==> config.mk <==
export PLATFORM = sky130hd
export DESIGN_NAME = parity_bit_counter_flat
export DESIGN_NICKNAME = d
export VERILOG_FILES = /design/src/rtl/parity_bit_counter_if.sv /design/src/rtl/parity_bit_counter.sv /design/src/flat_wrapper.sv
export SDC_FILE = /design/constraint.sdc
export NUM_CORES = 1
export LEC_CHECK = 0
export ABC_AREA = 1
export CORE_AREA = 2 2 39 41
export CTS_CLUSTER_SIZE = 25
export DETAILED_ROUTE_END_ITERATION = 16
export DIE_AREA = 0 0 41 43
export PLACE_DENSITY_LB_ADDON = 0.3
export SYNTH_ARGS = -nofsm -noshare
export SYNTH_HDL_FRONTEND = slang
export SYNTH_SLANG_ARGS = --single-unit
==> constraint.sdc <==
create_clock -name clk -period 1.07 [get_ports clk]
set_input_delay 0.1605 -clock clk [delete_from_list [all_inputs] [get_ports clk]]
set_output_delay 0.1605 -clock clk [all_outputs]
set_load 0.005 [all_outputs]
==> src/rtl/parity_bit_counter_if.sv <==
// Purpose : bundle of the data-side signals of parity_bit_counter (7-bit word in, mode, 8-bit protected word out).
// Latency : none, this is wiring only.
// Backpressure: none; every word is accepted every cycle.
// Ports   : data_in[6:0] (word to protect), control (0 = even, 1 = odd parity), data_out[7:0] ({data_in, parity}).
interface parity_bit_counter_if;
    logic [6:0] data_in;
    logic       control;
    logic [7:0] data_out;

    // The source drives the word and mode and observes the protected word.
    modport master (
        output data_in,
        output control,
        input  data_out
    );

    // The parity block consumes the word and mode and drives the protected word.
    modport slave (
        input  data_in,
        input  control,
        output data_out
    );
endinterface

==> src/rtl/parity_bit_counter.sv <==
// Purpose : registered even/odd parity generator for 7-bit words; data_out = {data_in, parity}.
// Latency : 1 clk (data_out after edge N reflects inputs sampled at edge N).
// Backpressure: none; one word accepted and produced every cycle, no bubbles.
// Ports   : clk (rising-edge clock), rst (async active-high, clears data_out to 8'h00),
//           bus (slave modport: data_in[6:0], control, data_out[7:0]).
module parity_bit_counter (
    input  logic                 clk,
    input  logic                 rst,
    parity_bit_counter_if.slave  bus
);

    // Full adder returning {carry, sum}.
    function automatic logic [1:0] full_add(input logic a, input logic b, input logic c);
        logic s;
        logic co;
        s  = a ^ b ^ c;
        co = (a & b) | (a & c) | (b & c);
        return {co, s};
    endfunction

    logic [1:0] fa_lo;     // ones in data_in[2:0], as {weight-2, weight-1}
    logic [1:0] fa_hi;     // ones in data_in[5:3]
    logic [1:0] fa_unit;   // weight-1 column: fa_lo sum + fa_hi sum + data_in[6]
    logic [1:0] fa_two;    // weight-2 column: both carries plus the carry out of fa_unit
    logic [2:0] ones;
    logic       parity;

    // Adder tree popcount: two 3-bit full adders, then combine the weight-1
    // column with bit 6 and fold the three weight-2 carries together.
    always_comb begin
        fa_lo   = full_add(bus.data_in[0], bus.data_in[1], bus.data_in[2]);
        fa_hi   = full_add(bus.data_in[3], bus.data_in[4], bus.data_in[5]);
        fa_unit = full_add(fa_lo[0], fa_hi[0], bus.data_in[6]);
        fa_two  = full_add(fa_lo[1], fa_hi[1], fa_unit[1]);
        ones    = {fa_two[1], fa_two[0], fa_unit[0]};
        // Even mode: parity equals the ones-count LSB so the total is even;
        // odd mode inverts it.
        parity  = ones[0] ^ bus.control;
    end

    always_ff @(posedge clk or posedge rst) begin
        if (rst) begin
            bus.data_out <= 8'h00;
        end else begin
            bus.data_out <= {bus.data_in, parity};
        end
    end

endmodule

==> src/flat_wrapper.sv <==
// flat-port wrapper written by rule: the top's interface ports become plain ports
module parity_bit_counter_flat 
  (clk, rst, bus_data_in, bus_control, bus_data_out);
  parity_bit_counter_if bus_i ();
  input  logic clk;
  input  logic rst;
  input wire logic [$bits(bus_i.data_in)-1:0] bus_data_in;
  input wire logic [$bits(bus_i.control)-1:0] bus_control;
  output wire logic [$bits(bus_i.data_out)-1:0] bus_data_out;
  assign bus_i.data_in = bus_data_in;
  assign bus_i.control = bus_control;
  assign bus_data_out = bus_i.data_out;
  parity_bit_counter u_core (.clk(clk), .rst(rst), .bus(bus_i));
endmodule
---- After elaboration in Yosys (flattened, before gate mapping) ----
Index checks and enable logic that the tools add are counted.
cells by class
  add/sub/neg operators ................... 0
  $mul .................................... 0
  div/mod/pow operators ................... 0
  magnitude comparators ................... 0
  equality and inequality tests ........... 0
  shift-type cells ........................ 0
  muxes and demuxes ....................... 0
  bitwise operators ....................... 7
  reductions and logical operators ........ 0
operators by type and width
  cell       number
  XOR 1 bit  7
word-level totals
  register bits ........................... 8
  latch bits .............................. 0
  RAM bits ................................ 0
  bits in read-only memories .............. 0
  input port bits ......................... 10
  output and inout port bits .............. 8
  logic and storage cells ................. 8
  memories ................................ 0

---- Depth between registers and ports, before layout ----
  word-level depth ........................ 5
  depth in mapped cells ................... 9

---- Worst setup path after synthesis ----
Ideal clock, no wire load.
  kind .................................... in2reg
  start point ............................. input port bus_data_in[4]
  end point ............................... register u_core.bus.data_out[0]
  library setup time ...................... 113 ps
  arrival ................................. 695 ps
  data required time ...................... 957 ps
  path slack .............................. 262 ps
  stages on the path ...................... 7
  buffers on the path ..................... 0
  path through ............................ or2_1 nand2_1 nand2_1 nand2_2 nand3_1 nand2_1 inv_1
on the way
  word-level cells in the longest chain between the ends .. 5
RTL lines
  item                     RTL line                     RTL
  start: declaration       flat_wrapper.sv:7            input wire logic [$bits(bus_i.data_in)-1:0] bus_data_in;
  XOR 1 bit (4 in series)  parity_bit_counter.sv:16     s = a ^ b ^ c;
  XOR 1 bit                parity_bit_counter.sv:38     parity = ones[0] ^ bus.control;
  net u_core.parity        parity_bit_counter.sv:26     logic parity;
  end signal: assignment   parity_bit_counter.sv:45     bus.data_out <= {bus.data_in, parity};
  end: declaration         parity_bit_counter_if.sv:21  output data_out
The timed path passes the listed nets, and every way through them passes these cells.

---- Worst setup path in the final report ----
  start point ............................. register u_core.bus.data_out[4]
  end point ............................... output port bus_data_out[4]
RTL lines
  item              RTL line           RTL
  end: declaration  flat_wrapper.sv:9  output wire logic [$bits(bus_i.data_out)-1:0] bus_data_out;
No word-level cell between the ends.

==> results.md <==
- Arr. time, crit path: 860 ps
- First-pass GRT wire length: 848 µm
- WP data required: 910 ps
- ANT nets after route: 0
- Maximum level of the CTS H-tree: 1
- Leak pwr: 0.328 nW
- Total Nets Final: 69
- Via count: 276
- Vias in the first global route: 229
- Max FO, Critical Path: 1
- Layout Cells excl Fill: 73
- Final Setup Violations: 0
- GRT Residual Overflow: 0
- Tcrit/Tclk final: 95.0%
- DRC: 0
- Initial antenna violation count: 0
- Total Wirelength: 546 µm
- Postcts setup bufs: 0
- First-pass detailed-route iteration total: 2
- PwrDens: 1220 mW/mm²
- Max cap viols: 0
- Port bufs: 17
- WP buf/inv: 1
- GPL Wtd Cong: 0.679
- Cell Chain, Critical Path: dlygate4sd2_1
- Critical path depth: 1
- Setup crit start kind: flip-flop
- DP Worst Slack: -260 ps
- Fin Hold WS: 68.4 ps
- Via/cell ratio: 3.78
- Area growth syn-to-layout: 67.9%
- Num CTS Buffers: 3
- Final TNS setup: 0 ps
- #FFs+latches synth: 8
- Clock root buffer: clkbuf_4
- Iter 0 DRT Violations: 1
- Filler cells: 138
- Register area share after synthesis: 61.1%
- Ratio of cells with drive above 1 in the final layout: 8.77%
- # hold bufs at CTS: 0
- Max Root-Sink Buffers: 2
- Worst Max-Slew Pin Slew: 271 ps
- Max reg flops: 8
- Cell Rows: 14
- Syn Inst Count: 36
- Fmax: 984 MHz
- Avg WL per Cell: 7.48 µm
- Min-delay worst type: in -> reg
- Area occupied by multi-input gates: 101 µm²
- Inserted Diodes: 0
- Final worst setup slack: 53.6 ps
- Clk sinks: 8
- Placed Cells: 70
- Largest net degree at the start of global routing: 9
- CTS tree: done
- Syn Area/Cell: 9.11 µm²
- Worst IR Drop VDD: 346 µV
- Mapped Area: 328 µm²
- Total GRT Usage: 7.91%
- Ports: 18
- Regs by FF count: u_core.bus.data_out (8)
- Die X: 41 µm
- Initial Util: 23.7%
- Core ar.: 0.00138 mm²
- Slowest cell delay on critical path: 350 ps
- Distinct cells, synth: 8
- Worst Hold Depth: 1
- Status: finished, final reports clean
- Hold Fails Final Rpt: 0
- Biggest register: u_core.bus.data_out
- Slew headroom: 81.9%
- Max-slew violation count: 0
- Worst setup EP type: output pin
- Min Tclk post-route: 1020 ps
- Die area: 0.00176 mm²
- Slowest stage cell, crit path: dfrtp_1
- CP top delay family: flip-flops
- Clock Pin Slew Worst Setup and Hold Paths: 50 ps
- Unrepaired setup endpoints after global routing: false
- Die Y: 43 µm
- Kind of critical path: reg -> out
- Yosys warns: 0
- Syn nets: 46
- FF+latch area: 200 µm²
[final cells by class]
type                            count  area share, %
Clock buffer                        3           4.09
Inverter                            7           4.77
Multi-Input combinational cell     21           18.4
Sequential cell                     8           36.4
Tap cell                           16           3.64
Timing Repair Buffer               18           32.7
[Yosys cell counts]
master	n	area share, %
nand2_2	1	1.9
or2_1	1	1.9
xnor2_1	1	2.7
xor2_1	1	2.7
dfrtp_1	8	61
nand2_1	11	13
inv_1	7	8.0
nand3_1	6	9.2
[cell usage in the layout, fill, tap and decap left out]
cell type	n
xnor2_1	1
nand2_2	1
nand2_1	11
clkdlybuf4s50_1	4
nand3_1	6
inv_1	7
buf_4	1
dfrtp_1	8
clkbuf_4	3
dlymetal6s2s_1	5
or2_1	1
xor2_1	1
dlygate4sd2_1	8
[layer usage]
layer  vias to the layer above  part of all wire [%]  track usage [%]
li1                        150                     -                -
met2                        11                    47             9.69
met5                         -                     0                0
met1                       115                    44             8.64
met3                         0                   9.2             1.57
met4                         0                     0             12.0
[metrics by stage]
step	total power [W]	cell area [µm²]	utilization, %
global placement	0.000475	526	38.0
global route	0.000709	551	39.8
detailed placement	0.000476	526	38.0
CTS	0.000685	538	38.9
finish	0.000670	551	39.8
floorplan	0.000387	328	-
[where the power goes]
| part | internal (W) | switching, W |
|---|---|---|
| clock | 0.000128 | 0.0000915 |
| sequential | 0.000323 | 0.00000342 |
| combinational | 0.0000696 | 0.0000543 |
[timing repair]
action,4_1_cts,5_1_grt
gates resized for setup,8,5
pin swaps,0,1
endpoints found under the setup margin,8,1
[cells by family after synthesis]
group	Yosys count	share of synthesized area (%)
flops	8	61.1
simple gates	19	25.6
buf+inv	7	8.02
xor+xnor	2	5.34
[final timing paths]
kind | slack, ps | endpoint | from
max | 50 | bus_data_out[4] | u_core.bus.data_out[4]
min | 70 | u_core.bus.data_out[5] | bus_data_in[4]
max in group asynchronous | 710 | u_core.bus.data_out[1] | rst
min in group asynchronous | 150 | u_core.bus.data_out[7] | rst
No activity file was read; power rests on OpenSTA's default activity.
